<file path="src/rtl/crypto_pkg.sv">
`default_nettype none
// ============================================================================
// Module      : crypto_pkg
// Description : Shared constants and state encoding for the character
//               encryption/decryption cores.
//               P_MOD      - modulus of the character ring (227)
//               MODE_ENC   - mode code selecting encryption
//               MODE_DEC   - mode code selecting decryption
//               dec_state_t- decryption FSM states
// Revision    : 1.0 - initial release
// ============================================================================
package crypto_pkg;

    localparam logic [8:0] P_MOD    = 9'd227;
    localparam logic [1:0] MODE_ENC = 2'b10;
    localparam logic [1:0] MODE_DEC = 2'b11;

    typedef enum logic [1:0] {
        IDLE   = 2'd0,
        ADD    = 2'd1,
        REDUCE = 2'd2,
        DONE   = 2'd3
    } dec_state_t;

endpackage
`default_nettype wire

</file>
<file path="src/rtl/mod_reduce.sv">
`default_nettype none
// ============================================================================
// Module      : mod_reduce
// Description : Single conditional subtraction of P_MOD. Valid for any input
//               below 2*P_MOD, which covers the sum of two in-range operands.
// Ports       : sum_in  [8:0] in  - unreduced value
//               result  [7:0] out - sum_in mod P_MOD
// Revision    : 1.0 - initial release
// ============================================================================
module mod_reduce
    import crypto_pkg::*;
(
    input  logic [8:0] sum_in,
    output logic [7:0] result
);

    logic [8:0] w_diff;

    assign w_diff = sum_in - P_MOD;
    assign result = (sum_in >= P_MOD) ? w_diff[7:0] : sum_in[7:0];

endmodule
`default_nettype wire

</file>
<file path="src/rtl/decryption_core.sv">
`default_nettype none
// ============================================================================
// Module      : decryption_core
// Description : Recovers a character as (Char_ciphertext + Public_key) mod 227
//               through a four-state handshake FSM (IDLE/ADD/REDUCE/DONE).
//               The result is held with P_ready until P_ack is seen in DONE.
// Ports       : clk, rst_n          - clock, synchronous active-low reset
//               mode  [1:0]         - 2'b11 decrypt, anything else inactive
//               start               - request strobe, honoured only in IDLE
//               Char_ciphertext[7:0]- ciphertext character
//               Public_key     [7:0]- key
//               P_ack               - consumer acknowledge
//               Plaintext      [7:0]- recovered character
//               P_ready             - result valid, held until acknowledged
//               busy                - high whenever not IDLE
//               P_err               - operand range error (DEC_RANGE_CHECK_EN)
// Options     : DEC_RANGE_CHECK_EN - reject operands >= 227 at capture time
// Revision    : 1.0 - initial release
// ============================================================================
module decryption_core
    import crypto_pkg::*;
(
    input  logic       clk,
    input  logic       rst_n,
    input  logic [1:0] mode,
    input  logic       start,
    input  logic [7:0] Char_ciphertext,
    input  logic [7:0] Public_key,
    input  logic       P_ack,
    output logic [7:0] Plaintext,
    output logic       P_ready,
    output logic       busy
`ifdef DEC_RANGE_CHECK_EN
    ,
    output logic       P_err
`endif
);

    dec_state_t r_state;
    dec_state_t w_state_next;

    logic [7:0] r_op_c;
    logic [7:0] r_op_k;
    logic [8:0] r_sum;
    logic [7:0] r_plaintext;
    logic       r_ready;
    logic [7:0] w_reduced;

    logic       w_mode_dec;
    logic       w_capture;
    logic       w_sum_en;
    logic       w_result_en;
    logic       w_ack;

`ifdef DEC_RANGE_CHECK_EN
    logic       w_range_bad;
    logic       w_err_set;
    logic       w_err_clr;
    logic       r_err;

    assign w_range_bad = ({1'b0, Char_ciphertext} >= P_MOD) ||
                         ({1'b0, Public_key}      >= P_MOD);
`endif

    assign w_mode_dec = (mode == MODE_DEC);

    mod_reduce u_mod_reduce (
        .sum_in (r_sum),
        .result (w_reduced)
    );

    // Next-state and datapath enables
    always_comb begin
        w_state_next = r_state;
        w_capture    = 1'b0;
        w_sum_en     = 1'b0;
        w_result_en  = 1'b0;
        w_ack        = 1'b0;
`ifdef DEC_RANGE_CHECK_EN
        w_err_set    = 1'b0;
        w_err_clr    = 1'b0;
`endif
        unique case (r_state)
            IDLE: begin
                if (start && w_mode_dec) begin
`ifdef DEC_RANGE_CHECK_EN
                    if (w_range_bad) begin
                        w_err_set = 1'b1;
                    end else begin
                        w_err_clr    = 1'b1;
                        w_capture    = 1'b1;
                        w_state_next = ADD;
                    end
`else
                    w_capture    = 1'b1;
                    w_state_next = ADD;
`endif
                end
            end
            ADD: begin
                // Leaving decrypt mode mid-computation abandons the request.
                if (!w_mode_dec) begin
                    w_state_next = IDLE;
                end else begin
                    w_sum_en     = 1'b1;
                    w_state_next = REDUCE;
                end
            end
            REDUCE: begin
                if (!w_mode_dec) begin
                    w_state_next = IDLE;
                end else begin
                    w_result_en  = 1'b1;
                    w_state_next = DONE;
                end
            end
            DONE: begin
                // Mode is deliberately ignored here: the held result is final.
                if (P_ack) begin
                    w_ack        = 1'b1;
                    w_state_next = IDLE;
                end
            end
            default: w_state_next = IDLE;
        endcase
    end

    always_ff @(posedge clk) begin
        if (!rst_n) begin
            r_state     <= IDLE;
            r_op_c      <= 8'h00;
            r_op_k      <= 8'h00;
            r_sum       <= 9'h000;
            r_plaintext <= 8'h00;
            r_ready     <= 1'b0;
        end else begin
            r_state <= w_state_next;
            if (w_capture) begin
                r_op_c <= Char_ciphertext;
                r_op_k <= Public_key;
            end
            if (w_sum_en) begin
                r_sum <= {1'b0, r_op_c} + {1'b0, r_op_k};
            end
            if (w_result_en) begin
                r_plaintext <= w_reduced;
                r_ready     <= 1'b1;
            end else if (w_ack) begin
                r_ready <= 1'b0;
            end
        end
    end

`ifdef DEC_RANGE_CHECK_EN
    always_ff @(posedge clk) begin
        if (!rst_n) begin
            r_err <= 1'b0;
        end else if (w_err_set) begin
            r_err <= 1'b1;
        end else if (w_err_clr) begin
            r_err <= 1'b0;
        end
    end

    assign P_err = r_err;
`endif

    assign Plaintext = r_plaintext;
    assign P_ready   = r_ready;
    assign busy      = (r_state != IDLE);

endmodule
`default_nettype wire
</file>
<file path="config.mk">
export PLATFORM = sky130hd
export DESIGN_NAME = decryption_core
export DESIGN_NICKNAME = d
export VERILOG_FILES = /design/src/rtl/crypto_pkg.sv /design/src/rtl/mod_reduce.sv /design/src/rtl/decryption_core.sv
export SDC_FILE = /design/constraint.sdc
export NUM_CORES = 1
export LEC_CHECK = 0
export BUFFER_PORTS_ARGS = -buffer_cell sky130_fd_sc_hd__buf_4
export CAP_MARGIN = 20
export CORE_MARGIN = 4
export CORE_UTILIZATION = 45
export DETAILED_ROUTE_END_ITERATION = 10
export PLACE_DENSITY = 0.74
export SYNTH_ARGS = -nofsm -noshare
export SYNTH_HDL_FRONTEND = slang
export SYNTH_SLANG_ARGS = --single-unit
</file>
<file path="constraint.sdc">
create_clock -name clk -period 1.9 [get_ports clk]
set_input_delay 0.19 -clock clk [delete_from_list [all_inputs] [get_ports clk]]
set_output_delay 0.19 -clock clk [all_outputs]
set_load 0.02 [all_outputs]
</file>
## Word-level counts from Yosys, hierarchy flattened

Cells that the tools add are included.

- ROM bits: 0
- Register bits after elaboration: 36
- Memories: 0
- Bits in writable memories: 0
- Output and inout port bits: 10
- Bits in latches: 0
- Input port bits: 22

- Add/sub/neg operators: 2
- Magnitude comparators: 1
- Bitwise operators: 0
- Reductions and logical operators: 5
- Divide/modulo/power cells: 0
- Shift-type cells: 0
- $mul: 0
- Equal/unequal tests: 6
- Multiplexer cells: 15

Operator list:

| cell | number |
|---|---|
| $add A8 B8 Y9 | 1 |
| $ge A9 B8 Y1 const B | 1 |
| $mux W1 | 9 |
| $mux W2 | 4 |
| $mux W8 | 1 |
| $pmux W2 S4 | 1 |
| $sub A8 B8 Y8 const B | 1 |
| $eq A2 B2 Y1 const B | 3 |
| $ne A2 B2 Y1 const B | 2 |
| $reduce_bool A2 Y1 | 2 |
| $eq A2 B1 Y1 const B | 1 |
| $logic_not A2 Y1 | 1 |
| $reduce_and A2 Y1 | 1 |
| $logic_and A1 B1 Y1 | 1 |

## Depth between registers and ports, before layout

- Word-level depth: 4
- Mapped depth: 8

## By module

Synthesis repeated with hierarchy kept, for this count alone.

- Cell total of the unflattened synthesis: 233
- Area, all modules: 1963.1 µm²

Modules (own cells, without submodules):

| module | area an instance (µm²) | times used | cells each |
|---|---|---|---|
| decryption_core | 1716.6 | 1 | 199 |
| mod_reduce | 246.5 | 1 | 34 |

## Worst setup path after synthesis

Ideal clock, no wire load.

- Path kind: flip-flop to flip-flop
- From: register r_op_c[5]
- To: register r_sum[7]
- Arrival: 1.548 ns
- Required time: 1.838 ns
- Path slack: 0.290 ns
- Clock period less this slack: 1.610 ns
- Stages on the path, launching flop included: 6
- Buffers on the path: 0
- Path through: dfxtp_1 ha_1 a21o_1 or4_1 a21o_1 nand3_1

- Cells in the longest elaborated chain, start to end: 1

Ends and longest elaborated chain:

| item | line | source |
|---|---|---|
| from (decl) | decryption_core.sv:42 | `logic [7:0] r_op_c;` |
| from (signal assigned) | decryption_core.sv:139 | `r_op_c <= Char_ciphertext;` |
| $add A8 B8 Y9 | decryption_core.sv:143 | `r_sum <= {1'b0, r_op_c} + {1'b0, r_op_k};` |
| to (signal assigned) | decryption_core.sv:143 |  |
| to (decl) | decryption_core.sv:44 | `logic [8:0] r_sum;` |

No other way between the ends.
A chain may end at the register's enable or synchronous reset.

## Final worst setup path

- From: register r_sum[0]
- To: register r_plaintext[3] (netlist: Plaintext[3])

- Cells in the longest elaborated chain, start to end: 2
- Elaborated cells between the ends (all ways): 3
- Classes of those cells: add/sub: 1; order compare: 1; mux: 1

Ends and longest elaborated chain:

| item | line | source |
|---|---|---|
| $sub A8 B8 Y8 or $ge A9 B8 Y1 (tied branches) | mod_reduce.sv:19, mod_reduce.sv:20 |  |
| $mux W8 * | mod_reduce.sv:20 | `assign result = (sum_in >= P_MOD) ? w_diff[7:0] : sum_in[7:0];` |
| to (signal assigned) | decryption_core.sv:146 | `r_plaintext <= w_reduced;` |
| to (decl) | decryption_core.sv:45 | `logic [7:0] r_plaintext;` |

Every way passes the cells marked *; elsewhere a longest branch is shown, timed or not.

==> flow_metrics.py <==
metrics = {
    "run_status": {
        "outcome": "complete, no violations",
    },
    "detailed_routing": {
        "wirelength_mm": 3.617,
        "dr.pass1.iters": 4,
        "antenna_left": 0,
        "wl_per_cell_um": 11.90,
        "num_vias": 1615,
        "detail_route.iter0.violations": 125,
        "vias_per_cell": 5.313,
        "drc_errors": 0,
    },
    "pwr": {
        "power_leakage_uw": 0.0008688,
        "switchingPower_uw": 316.9,
        "internal-power_uw": 1120,
        "clockPowerShare_pct": 38.0,
        "p_sw_share_pct": 22.06,
        "peakVddDrop_mv": 0.4103,
        "power_frac_comb_pct": 7.9,
        "power_frac_seq_pct": 54.1,
        "powerDensity_mw_per_mm2": 662.6,
    },
    "die": {
        "fp.dieW_um": 71.12,
        "die_height_um": 71.12,
        "dieArea_mm2": 0.005058,
        "core_mm2": 0.003744,
        "start_util_pct": 47.89,
        "rows": 22,
        "ios": 32,
    },
    "clock_tree": {
        "root_buffer": "clkbuf_8",
        "htree_levels": 2,
        "clk_latency_ps": 280,
        "clock-sinks": 36,
        "cts_setup_buffers": 0,
        "cts.hold.buffers_added": 0,
        "cts_tree": "done",
        "cts_buffers": 5,
        "clk_pin_slew_ps": 70,
        "clockBufferDepth": 2,
    },
    "layout": {
        "layout.nets": 287,
        "final_cell_mix": "41 x nand2_1, 36 x dfxtp_1, 36 x buf_4, 28 x a21oi_1, 15 x nor2_1",
        "layout_commonest_cell": "nand2_1",
        "drive_gt1_share_pct": 17.97,
        "final_cells": 304,
        "n_antenna_cell": 0,
        "syn2layout_area_growth_pct": 20.94,
    },
    "sta": {
        "fin_tns_setup_ps": 0,
        "fin_crit_ps": 1745,
        "fin_hold_ws_ps": 151.5,
        "skew_ps": 2.607,
        "hold_viol": 0,
        "tightest_slew_ps": 506.4,
        "fmax_mhz": 573.1,
        "fin_crit_sh_pct": 91.84,
        "report.final.slew_viol_count": 0,
        "rsz0062_at_grt": "no",
        "setup_viol": 0,
        "maxSlewHeadroom_pct": 66.20,
    },
    "hold_path": {
        "hold_start": "Public_key[0]",
        "hold_class": "input port to register",
        "hold_path_end": "r_op_k[0]",
        "holdPathStages": 3,
    },
    "worst_setup_path": {
        "path_delay_family": "simple AND/OR/NAND/NOR gates",
        "critPathMaxStageDelay_ps": 450,
        "crit_path_end_kind": "register",
        "startpoint_type": "register",
        "worstPathMaxFanout": 6,
        "path_buf_inv": 0,
        "r2r.worst_path.cells": 6,
        "worstSetupPathType": "register to register",
        "cp.required_ps": 2050,
        "slowest_stage": "or4_4",
        "reg2reg_from": "r_sum[0]",
        "crit_path_cell_trace": "ha_1 > or4_4 > a41oi_2 > nor3_1 > o21ai_1 > a21oi_1",
        "rrSetupSlack_ps": 150,
        "r2r_end": "Plaintext[3]",
        "crit_arrival_ps": 1890,
    },
    "synthesis": {
        "postSynthAreaPerCell_um2": 8.004,
        "ys_ff_latch": 36,
        "synthCells": 224,
        "synth.distinct_cells": 40,
        "yosys_warnings": 0,
        "ys_seq_area_share_pct": 40.20,
        "syn_nets": 256,
        "yosys-top-cells-area": "dfxtp_1 40%, nand2_1 8.6%, a21oi_1 8.1%",
        "synth.cell_area_mm2": 0.001793,
        "yosys.area.top_type": "dfxtp_1",
        "synth_top_area_share_pct": 40.20,
    },
    "global_route": {
        "grt_pass1_vias": 1465,
        "antenna_found_initial": 0,
        "grt_overflow": 0,
        "grt_usage_pct": 15.19,
        "grt_max_degree": 17,
        "grt_pass1_wl_mm": 6.251,
    },
    "placed_design": {
        "portBuffers": 31,
        "dp_cells": 296,
        "place_hpwl_mm": 2.717,
        "gp_congestion": 0.8025,
    },
    "job": {
        "drv_cap": 0,
    },
}
[sequential cells by signal (all words and copies together) (netlist names)]
signal     cells
Plaintext      8
r_op_k         8
r_state        2
P_ready        1
r_sum          9
r_op_c         8
[stage by stage]
step                cell area, µm²  util, %  setup slack [ps]  total power, µW
finish                        2168    57.92             155.0             1437
global route                  2168    57.92             48.64             1507
CTS                           2165    57.82             142.8             1459
detailed placement            2074    55.41             165.6            907.5
global placement              2074    55.41             177.1            905.4
floorplan                     1793        -             289.7            854.1
[cell families after synthesis]
kind of cell | after synthesis | share of synthesized area, %
buffers and inverters | 17 | 3.768
AO/OA/AOI/OAI | 68 | 22.75
AND/OR/NAND/NOR | 88 | 23.38
adder cells (fa/ha/maj) | 10 | 7.397
flip-flops | 36 | 40.20
multiplexers | 1 | 0.5583
XOR/XNOR | 4 | 1.954
[per-layer routing]
layer,global-route usage (%),routed length [µm],up-vias
met5,0,0,-
li1,-,-,859
met2,25.44,1697,40
met3,4.119,207,5
met4,6.263,49,0
met1,18.32,1662,711
[tightest hold or removal path: stages]
cell	delay (ps)
buf_4	100
nand2_1	40
a21oi_1	50
[power by group through the flow]
stage	Combinational (µW)	Clock, µW	Sequential, µW
6_report	113	546	777
5_1_grt	128	601	778
4_1_cts	114	568	777
3_5_place_dp	113	0	794
3_3_place_gp	112	0	794
2_1_floorplan	62.6	0	792
[repair_timing]
action	CTS	global route
resized for setup	0	1
setup endpoints to repair	0	1
hold endpoints to repair	0	0
[cells in the mapped netlist]
master     number
nor3_1          3
o41ai_1         1
or3_1           2
and2_1          1
nor4_1          1
clkbuf_1        9
ha_1            9
a21o_1          5
a211oi_1        6
nand2b_1        4
a21oi_1        29
or4_1           1
o21a_1          2
dfxtp_1        36
nand4b_1        1
nand4_1         2
and3b_1         2
a41oi_2         1
buf_2           3
or4_4           1
or4b_1          1
nor4b_1         1
a31oi_1         5
o211ai_1        3
mux2i_1         1
o21ai_1         1
inv_1           5
fa_1            1
a2111oi_0       1
nand3_1         8
nand3b_1        1
o31ai_1         1
xor2_1          2
nor2_1         15
nand2_1        41
nor2b_1         1
or2_2           1
xnor2_1         2
o21ai_0        13
nor3b_1         1
[how the worst max path moves through the flow]
stage               depth (start not counted)      start            to
CTS                                         6   r_sum[0]  Plaintext[3]
floorplan                                   5  r_op_c[5]      r_sum[7]
detailed placement                          6   r_sum[0]  Plaintext[3]
global placement                            6   r_sum[0]  Plaintext[3]
finish                                      6   r_sum[0]  Plaintext[3]
global route                                8  r_op_c[0]      r_sum[8]
[layout make-up]
class,instances,area (µm²)
fillers,362,1575
multi-input cells,171,1008
flip-flops and latches,36,720.7
repair buffers,36,270.3
clock buffers,8,90.09
well taps,48,60.06
inverters,5,18.77
(Power assumes the default switching activity.)
